[config.mk]
export PLATFORM = sky130hd
export DESIGN_NAME = ioctl_tx_flat
export DESIGN_NICKNAME = d
export VERILOG_FILES = /design/src/rtl/ioctl_pkg.sv /design/src/rtl/ioctl_tx_if.sv /design/src/rtl/ioctl_delay_cnt.sv /design/src/rtl/ioctl_tx.sv /design/src/flat_wrapper.sv
export SDC_FILE = /design/constraint.sdc
export NUM_CORES = 1
export LEC_CHECK = 0
export ABC_AREA = 1
export CAP_MARGIN = 25
export CORE_ASPECT_RATIO = 0.75
export CORE_UTILIZATION = 55
export CTS_BUF_LIST = sky130_fd_sc_hd__clkbuf_16
export DETAILED_ROUTE_END_ITERATION = 8
export DONT_BUFFER_PORTS = 1
export GPL_ROUTABILITY_DRIVEN = 0
export MAX_ROUTING_LAYER = met4
export PLACE_DENSITY = 0.7
export SLEW_MARGIN = 0
export SYNTH_ARGS = -nofsm -noshare
export SYNTH_HDL_FRONTEND = slang
export SYNTH_SLANG_ARGS = --single-unit
export TNS_END_PERCENT = 10
[constraint.sdc]
create_clock -name clk_sys -period 3.46 [get_ports clk_sys]
set_input_delay 0.519 -clock clk_sys [delete_from_list [all_inputs] [get_ports clk_sys]]
set_output_delay 0.519 -clock clk_sys [all_outputs]
set_load 0.02 [all_outputs]
[src/rtl/ioctl_pkg.sv]
// ioctl_pkg: shared types and constants for the HPS ioctl download transmitter.
//   ioctl_state_e   transmitter FSM states
//   IOCTL_ADDR_W    default address/length width
//   IOCTL_IDX_*     image indices matching the core's bios/cart download split
//   DLY_W           width of the shared LEAD/GAP/TAIL delay counter
package ioctl_pkg;

   localparam int IOCTL_ADDR_W = 25;
   localparam int DLY_W        = 8;

   localparam logic [7:0] IOCTL_IDX_BIOS = 8'd0;
   localparam logic [7:0] IOCTL_IDX_CART = 8'd1;

   typedef enum logic [2:0] {
      ST_IDLE  = 3'd0,
      ST_LEAD  = 3'd1,
      ST_FETCH = 3'd2,
      ST_WRITE = 3'd3,
      ST_GAP   = 3'd4,
      ST_TAIL  = 3'd5
   } ioctl_state_e;

endpackage

[src/rtl/ioctl_tx_if.sv]
// ioctl_tx_if: ioctl download bus between the transmitter (master) and the core (slave).
//   ioctl_download  transfer-active envelope        (master -> slave)
//   ioctl_wr        one-cycle write strobe          (master -> slave)
//   ioctl_addr      byte address, ADDR_W bits       (master -> slave)
//   ioctl_dout      byte data                       (master -> slave)
//   ioctl_index     image index                     (master -> slave)
//   ioctl_wait      core back-pressure              (slave -> master)
interface ioctl_tx_if
   import ioctl_pkg::*;
#(
   parameter int ADDR_W = IOCTL_ADDR_W
);
   logic              ioctl_download;
   logic              ioctl_wr;
   logic [ADDR_W-1:0] ioctl_addr;
   logic [7:0]        ioctl_dout;
   logic [7:0]        ioctl_index;
   logic              ioctl_wait;

   modport master (
      output ioctl_download, ioctl_wr, ioctl_addr, ioctl_dout, ioctl_index,
      input  ioctl_wait
   );

   modport slave (
      input  ioctl_download, ioctl_wr, ioctl_addr, ioctl_dout, ioctl_index,
      output ioctl_wait
   );
endinterface

[src/rtl/ioctl_delay_cnt.sv]
// ioctl_delay_cnt: loadable down-counter with zero flag, shared by the LEAD,
// GAP and TAIL phases of the transmitter.
//   clk_sys   clock
//   reset     synchronous active-high reset (count -> 0)
//   load      load load_val this cycle
//   load_val  count to load; a phase loaded with N-1 lasts N cycles
//   zero      count is zero (last cycle of the phase)
module ioctl_delay_cnt #(
   parameter int W = 8
) (
   input  logic         clk_sys,
   input  logic         reset,
   input  logic         load,
   input  logic [W-1:0] load_val,
   output logic         zero
);
   logic [W-1:0] cnt;

   always_ff @(posedge clk_sys) begin
      if (reset)            cnt <= '0;
      else if (load)        cnt <= load_val;
      else if (cnt != '0)   cnt <= cnt - W'(1);
   end

   assign zero = (cnt == '0);
endmodule

[src/rtl/ioctl_tx.sv]
// ioctl_tx: transmitter side of the HPS ioctl download protocol. Pulls bytes
// from a valid/ready stream and writes them into a core over the ioctl bus,
// honouring ioctl_wait.
//   clk_sys, reset   clock, synchronous active-high reset
//   start            request a transfer (ignored unless idle)
//   index, length    image index and byte count, latched on accepted start
//   src_valid/src_data/src_ready  byte source; consumed on valid & ready
//   busy             high outside IDLE
//   done             one-cycle pulse when ioctl_download falls
//   io               ioctl bus (master modport)
//   checksum         mod-256 sum of written bytes, only with IOCTL_TX_CHECKSUM_EN
// Optional feature macro: IOCTL_TX_CHECKSUM_EN
module ioctl_tx
   import ioctl_pkg::*;
#(
   parameter int ADDR_W   = IOCTL_ADDR_W,
   parameter int WR_GAP   = 3,
   parameter int LEAD_CYC = 2,
   parameter int TAIL_CYC = 4
) (
   input  logic              clk_sys,
   input  logic              reset,
   input  logic              start,
   input  logic [7:0]        index,
   input  logic [ADDR_W-1:0] length,
   input  logic              src_valid,
   input  logic [7:0]        src_data,
   output logic              src_ready,
   output logic              busy,
   output logic              done,
   ioctl_tx_if.master        io
`ifdef IOCTL_TX_CHECKSUM_EN
   ,
   output logic [7:0]        checksum
`endif
);
   localparam logic [2:0] S_IDLE  = ST_IDLE;
   localparam logic [2:0] S_LEAD  = ST_LEAD;
   localparam logic [2:0] S_FETCH = ST_FETCH;
   localparam logic [2:0] S_WRITE = ST_WRITE;
   localparam logic [2:0] S_GAP   = ST_GAP;
   localparam logic [2:0] S_TAIL  = ST_TAIL;

   // Phases last N cycles when the counter is loaded with N-1.
   localparam logic [DLY_W-1:0] LEAD_V = DLY_W'(LEAD_CYC - 1);
   localparam logic [DLY_W-1:0] GAP_V  = DLY_W'(WR_GAP - 1);
   localparam logic [DLY_W-1:0] TAIL_V = DLY_W'(TAIL_CYC - 1);

   logic [2:0]        state, state_nxt;
   logic [ADDR_W-1:0] len_q, cnt, cnt_inc, addr_q;
   logic [7:0]        idx_q, dout_q;
   logic              done_q, accept, fetch_go;
   logic              dly_load, dly_zero;
   logic [DLY_W-1:0]  dly_val;

   assign accept   = (state == S_IDLE) && start;
   assign fetch_go = (state == S_FETCH) && src_valid && !io.ioctl_wait;
   // cnt < len_q <= 2^ADDR_W-1 whenever this is used, so it cannot wrap.
   assign cnt_inc  = cnt + ADDR_W'(1);

   always_comb begin
      state_nxt = state;
      dly_load  = 1'b0;
      dly_val   = TAIL_V;
      case (state)
         S_IDLE:
            if (start) begin
               state_nxt = S_LEAD;
               dly_load  = 1'b1;
               dly_val   = LEAD_V;
            end
         S_LEAD:
            if (dly_zero) begin
               if (len_q == '0) begin
                  state_nxt = S_TAIL;
                  dly_load  = 1'b1;
               end else begin
                  state_nxt = S_FETCH;
               end
            end
         S_FETCH:
            if (fetch_go) state_nxt = S_WRITE;
         S_WRITE:
            if (WR_GAP != 0) begin
               state_nxt = S_GAP;
               dly_load  = 1'b1;
               dly_val   = GAP_V;
            end else if (cnt_inc == len_q) begin
               // no gap: apply the gap exit rule with the incremented count
               state_nxt = S_TAIL;
               dly_load  = 1'b1;
            end else begin
               state_nxt = S_FETCH;
            end
         S_GAP:
            if (dly_zero) begin
               if (cnt == len_q) begin
                  state_nxt = S_TAIL;
                  dly_load  = 1'b1;
               end else begin
                  state_nxt = S_FETCH;
               end
            end
         S_TAIL:
            if (dly_zero) state_nxt = S_IDLE;
         default:
            state_nxt = S_IDLE;
      endcase
   end

   always_ff @(posedge clk_sys) begin
      if (reset) begin
         state  <= S_IDLE;
         len_q  <= '0;
         cnt    <= '0;
         addr_q <= '0;
         dout_q <= '0;
         idx_q  <= '0;
         done_q <= 1'b0;
      end else begin
         state  <= state_nxt;
         done_q <= (state == S_TAIL) && dly_zero;
         if (accept) begin
            idx_q <= index;
            len_q <= length;
            cnt   <= '0;
         end
         // addr/dout only change on capture, so they hold through WRITE and GAP
         if (fetch_go) begin
            addr_q <= cnt;
            dout_q <= src_data;
         end
         if (state == S_WRITE) cnt <= cnt_inc;
      end
   end

   ioctl_delay_cnt #(.W(DLY_W)) u_dly (
      .clk_sys  (clk_sys),
      .reset    (reset),
      .load     (dly_load),
      .load_val (dly_val),
      .zero     (dly_zero)
   );

`ifdef IOCTL_TX_CHECKSUM_EN
   logic [7:0] csum;

   always_ff @(posedge clk_sys) begin
      if (reset)               csum <= '0;
      else if (accept)         csum <= '0;
      else if (state == S_WRITE) csum <= csum + dout_q;
   end

   assign checksum = csum;
`endif

   assign src_ready         = fetch_go;
   assign busy              = (state != S_IDLE);
   assign done              = done_q;
   assign io.ioctl_download = busy;
   assign io.ioctl_wr       = (state == S_WRITE);
   assign io.ioctl_addr     = addr_q;
   assign io.ioctl_dout     = dout_q;
   assign io.ioctl_index    = idx_q;
endmodule

[src/flat_wrapper.sv]
// flat-port wrapper written by rule: the top's interface ports become plain ports
module ioctl_tx_flat import ioctl_pkg::*;
#(
   parameter int ADDR_W   = IOCTL_ADDR_W,
   parameter int WR_GAP   = 3,
   parameter int LEAD_CYC = 2,
   parameter int TAIL_CYC = 4
)
  (clk_sys, reset, start, index, length, src_valid, src_data, src_ready, busy, done, io_ioctl_download, io_ioctl_wr, io_ioctl_addr, io_ioctl_dout, io_ioctl_index, io_ioctl_wait);
  ioctl_tx_if #(.ADDR_W(ADDR_W)) io_i ();
  input  logic clk_sys;
  input  logic reset;
  input  logic start;
  input  logic [7:0] index;
  input  logic [ADDR_W-1:0] length;
  input  logic src_valid;
  input  logic [7:0] src_data;
  output logic src_ready;
  output logic busy;
  output logic done;
  output wire logic [$bits(io_i.ioctl_download)-1:0] io_ioctl_download;
  output wire logic [$bits(io_i.ioctl_wr)-1:0] io_ioctl_wr;
  output wire logic [$bits(io_i.ioctl_addr)-1:0] io_ioctl_addr;
  output wire logic [$bits(io_i.ioctl_dout)-1:0] io_ioctl_dout;
  output wire logic [$bits(io_i.ioctl_index)-1:0] io_ioctl_index;
  input wire logic [$bits(io_i.ioctl_wait)-1:0] io_ioctl_wait;
  assign io_ioctl_download = io_i.ioctl_download;
  assign io_ioctl_wr = io_i.ioctl_wr;
  assign io_ioctl_addr = io_i.ioctl_addr;
  assign io_ioctl_dout = io_i.ioctl_dout;
  assign io_ioctl_index = io_i.ioctl_index;
  assign io_i.ioctl_wait = io_ioctl_wait;
  ioctl_tx #(.ADDR_W(ADDR_W), .WR_GAP(WR_GAP), .LEAD_CYC(LEAD_CYC), .TAIL_CYC(TAIL_CYC)) u_core (.clk_sys(clk_sys), .reset(reset), .start(start), .index(index), .length(length), .src_valid(src_valid), .src_data(src_data), .src_ready(src_ready), .busy(busy), .done(done), .io(io_i));
endmodule
# --- Word level (Yosys, flattened, before mapping) ---
# Index checks and enable logic that the tools add are counted.
# Widths: inputs -> output; s select.
word_totals:
  register_bits: 103
  in_bits: 46
  out_inout_bits: 46
  wordCells: 54
op_classes:
  n_addsub: 2
  n_eq_ne: 11
  mux: 20
  n_reduce_logical: 13
op_table:
  columns: ["cell", "count"]
  rows:
  - ["$mux 25", 2]
  - ["$add 25x1->25 const B", 1]
  - ["$eq 25x25->1", 1]
  - ["$logic_not 25->1", 1]
  - ["$mux 3", 7]
  - ["$pmux 3 s6", 1]
  - ["$mux 8", 2]
  - ["$pmux 8 s2", 1]
  - ["$logic_not 8->1", 1]
  - ["$reduce_bool 8->1", 1]
  - ["$sub 8x1->8 const B", 1]
  - ["$eq 3x2->1 const B", 2]
  - ["$eq 3x3->1 const B", 2]
  - ["$ne 2x1->1 const B", 3]
  - ["$mux 1", 5]
  - ["$reduce_and 5->1", 1]
  - ["$logic_and 1x1->1", 4]
  - ["$ne 2x2->1 const B", 2]
  - ["$pmux 1 s4", 1]
  - ["$reduce_bool 2->1", 2]
  - ["$eq 3x1->1 const B", 1]
  - ["$logic_not 3->1", 1]
  - ["$reduce_bool 3->1", 1]
  - ["$mux 2", 1]
  - ["$logic_not 1->1", 1]

# --- Logic depth before layout (Yosys ltp) ---
depth:
  word_depth: 5
  depth_mapped: 12
  mapped_depth_nobuf: 12

# --- Modules after synthesis ---
# Synthesis repeated with hierarchy kept, for this count alone.
unflattened:
  hier_cells: 689
  area_unflattened_um2: 4840.9
modules_own_cells:
  columns: ["mod", "instances", "cells_each", "area_each_um2", "seq_area_each_um2"]
  rows:
  - ["ioctl_tx", 1, 619, 4367.9, 1901.8]
  - ["ioctl_delay_cnt", 1, 70, 473.0, 160.2]

# --- Worst setup path before layout ---
# OpenSTA, ideal clock, no wires.
synth_path:
  kind: "register to output"
  start: "reg u_core.state[0]"
  end: "out src_ready"
  t_arrival_ns: 1.180
  t_required_ns: 2.941
  slack_ns: 1.761
  path_stages_with_launch: 8
  path_buffers: 2
  path_cell_list: "dfxtp_1 nor2_2 inv_1 nor2_1 inv_2 nor3_2 buf_4 buf_2"
synth_via:
  elab_chain_len: 3
synth_lines:
  columns: ["item", "line_no", "rtl"]
  rows:
  - ["start: declaration", "ioctl_tx.sv:49", "logic [2:0] state, state_nxt;"]
  - ["start signal: assignment", "ioctl_tx.sv:121", "state <= state_nxt;"]
  - ["$eq 3x2->1", "ioctl_tx.sv:57", "assign fetch_go = (state == S_FETCH) && src_valid && !io.ioctl_wait;"]
  - ["$logic_and 1x1->1 (2 in series)", "ioctl_tx.sv:57", null]
  - ["end: declaration", "flat_wrapper.sv:18", "output logic src_ready;"]
# Every way passes these cells.

# --- Worst setup path after layout ---
layout_path:
  start: "reg u_core.state[2]"
  end: "out io_ioctl_wr"
layout_via:
  elab_chain_len: 1
layout_lines:
  columns: ["item", "line_no", "rtl"]
  rows:
  - ["$eq 3x2->1", "ioctl_tx.sv:161", "assign io.ioctl_wr = (state == S_WRITE);"]
  - ["end: declaration", "flat_wrapper.sv:22", "output wire logic [$bits(io_i.ioctl_wr)-1:0] io_ioctl_wr;"]
# Every way passes these cells.

==> results.tsv <==
metric	value	unit
netlist_area	4780	um2
maxCapViolations	0	
final_cell_mix	nand2_1, dfxtp_1, a21oi_1	
tightestPinTransition	0.6562	ns
ys_seq_area_share	43.14	%
synth-edff-count	0	
drt_iter0_markers	279	
layoutNonFillerInstCount	756	
timing.final.hold_violations	0	
ys_warn_count	0	
vias	4125	
setup-violations-final	0	
ff2ff_setup_slack	1.38	ns
core	8454	um2
slew_viol_final	0	
cts_resized	0	
track_usage	25.88	%
cts_tree	built	
synth_cell_types	41	
powerDensity	692.9	nW/um2
grt_max_degree	57	
hold_class	in2reg	
synth_nets	705	
worst-setup-path-type	reg2out	
initial_core_util	56.53	%
io_buffers	0	
clock.fmax	0.4647	GHz
dr_wl_met3	934	um
cts_buffer_depth	2	
synth_flop_cell	dfxtp_1	
viasPerCell	5.456	
status	completed	
fin_skew	0.009431	ns
power	3.567	mW
p_leak	2.071	nW
die_w	109.6	um
final_layout_size_suffix_gt1_share	8.642	%
clkLatencyLatePin	0.35	ns
relSlewSlack	56.10	%
cts_buffers	9	
cp.arrival	1.63	ns
rows	29	
cts_hold_buf	0	
wl_per_cell	14.54	um
clock-sinks	103	
ys_ff_latch	103	
dp.cells	739	
wl_met1	5.222	mm
avgSynthCellArea	7.286	um2
critical_path_required	2.94	ns
async_flop_share	0	%
rsz0062_at_grt	false	
worst_setup_path_end_kind	output port	
fin_crit_sh	62.19	%
netlist_instances	656	
final_common_cell	nand2_1	
postCtsSetupBuffers	0	
root_buffer	clkbuf_16	
worstPathMaxFanout	12	
firstDrtPassIters	5	
syn_to_final_growth	7.723	%
clk_pin_slew	0.07	ns
num-nets-final	692	
dieHeight	82.73	um
antenna_found_initial	0	
totalWireLength	10.99	mm
n_antenna_cell	0	
crit_path_start_kind	register	
io-pin-count	92	
dieArea	9071	um2
min_period	2.152	ns
overflow	0	
setup_tns	0	ns
grt_pass1_wl	17.28	mm
top_layer_used	met4	
drc	0	
peakVddDrop	0.4711	mV
ant_nets	0	
grt_pass1_vias	3665	
htree_num_levels	3	
hpwl	7.911	mm
met2_length	4.681	mm
final_core_util	60.90	%
-- sequential cells by signal, summed over array words and instances, names as in the netlist --
register and flops:
u_core.io.ioctl_dout 8, u_core.done 1, u_core.cnt 25, u_core.u_dly.cnt 8, u_core.io.ioctl_addr 25, u_core.io.ioctl_index 8, u_core.len_q 25, u_core.state 3
-- metrics by stage --
step / setup WS [ns] / hold WS (ns) / area (um2)
4_1_cts: 1.318 / 0.2289 / 5121
3_3_place_gp: 1.454 / 0.4733 / 4832
5_1_grt: 1.165 / 0.2219 / 5149
2_1_floorplan: 1.761 / 0.4548 / 4780
6_report: 1.308 / 0.2358 / 5149
3_5_place_dp: 1.378 / 0.4752 / 4832
-- report_power, final --
group / leakage, nW / internal (mW) / switching [mW]
registers: 0.839 / 1.37 / 0.200
clock network: 0.140 / 0.554 / 0.428
logic: 1.09 / 0.336 / 0.676
-- synth_stat cells, drive strengths merged (3+ instances only) --
library cell  instances  area, um2
a211oi                6      45.04
a21oi                73      365.4
a221oi                4      41.29
buf                  14      78.82
clkbuf               16      60.06
dfxtp               103       2062
ha                    3      37.54
inv                  74      277.8
nand2               137      531.8
nand3                24      137.6
nand4                 8      65.06
nor2                 77      321.5
nor3                 18      142.6
o211ai                3      22.52
o21ai                66      334.1
xnor2                 3      26.28
xor2                 15      131.4
-- final cells by class --
class | count | area [um2]
Fill cell | 774 | 3306
Multi-Input combinational cell | 448 | 2303
Sequential cell | 103 | 2062
Inverter | 75 | 281.5
Clock buffer | 9 | 225.2
Tap cell | 108 | 135.1
Timing Repair Buffer | 6 | 77.57
Clock inverter | 7 | 63.81
-- cells by family (layout without fill, tap and decap cells) --
family                   count (synthesis)  in the layout  synth area share, %
flip-flops                             103            103                43.14
AND/OR/NAND/NOR                        270            270                26.28
buffers and inverters                  105             97                8.796
adder cells (fa/ha/maj)                  3              3               0.7854
AO/OA/AOI/OAI                          157            157                17.70
XOR/XNOR                                18             18                3.299
-- metal layers --
layer | GRT usage [%] | vias up
met5 | - | -
met4 | 8.800 | 0
met3 | 7.378 | 17
met2 | 38.43 | 138
met1 | 33.77 | 1858
li1 | - | 2112
-- worst max-delay path, stage by stage, from the launching register on --
cell and delay (ns):
dfxtp_1 0.35, inv_1 0.14, nand3_4 0.14, inv_1 0.36
buf_4 0.29
-- path summary, 6_finish.rpt --
kind	from	end	depth (start not counted)
worst max-delay path	u_core.state[2]	io_ioctl_wr	4
worst min-delay path	reset	u_core.cnt[1]	1
worst max register to register	u_core.state[0]	u_core.cnt[12]	8
worst min register to register	u_core.len_q[16]	u_core.len_q[16]	2
Note: power is estimated with default switching activity, not from simulation.
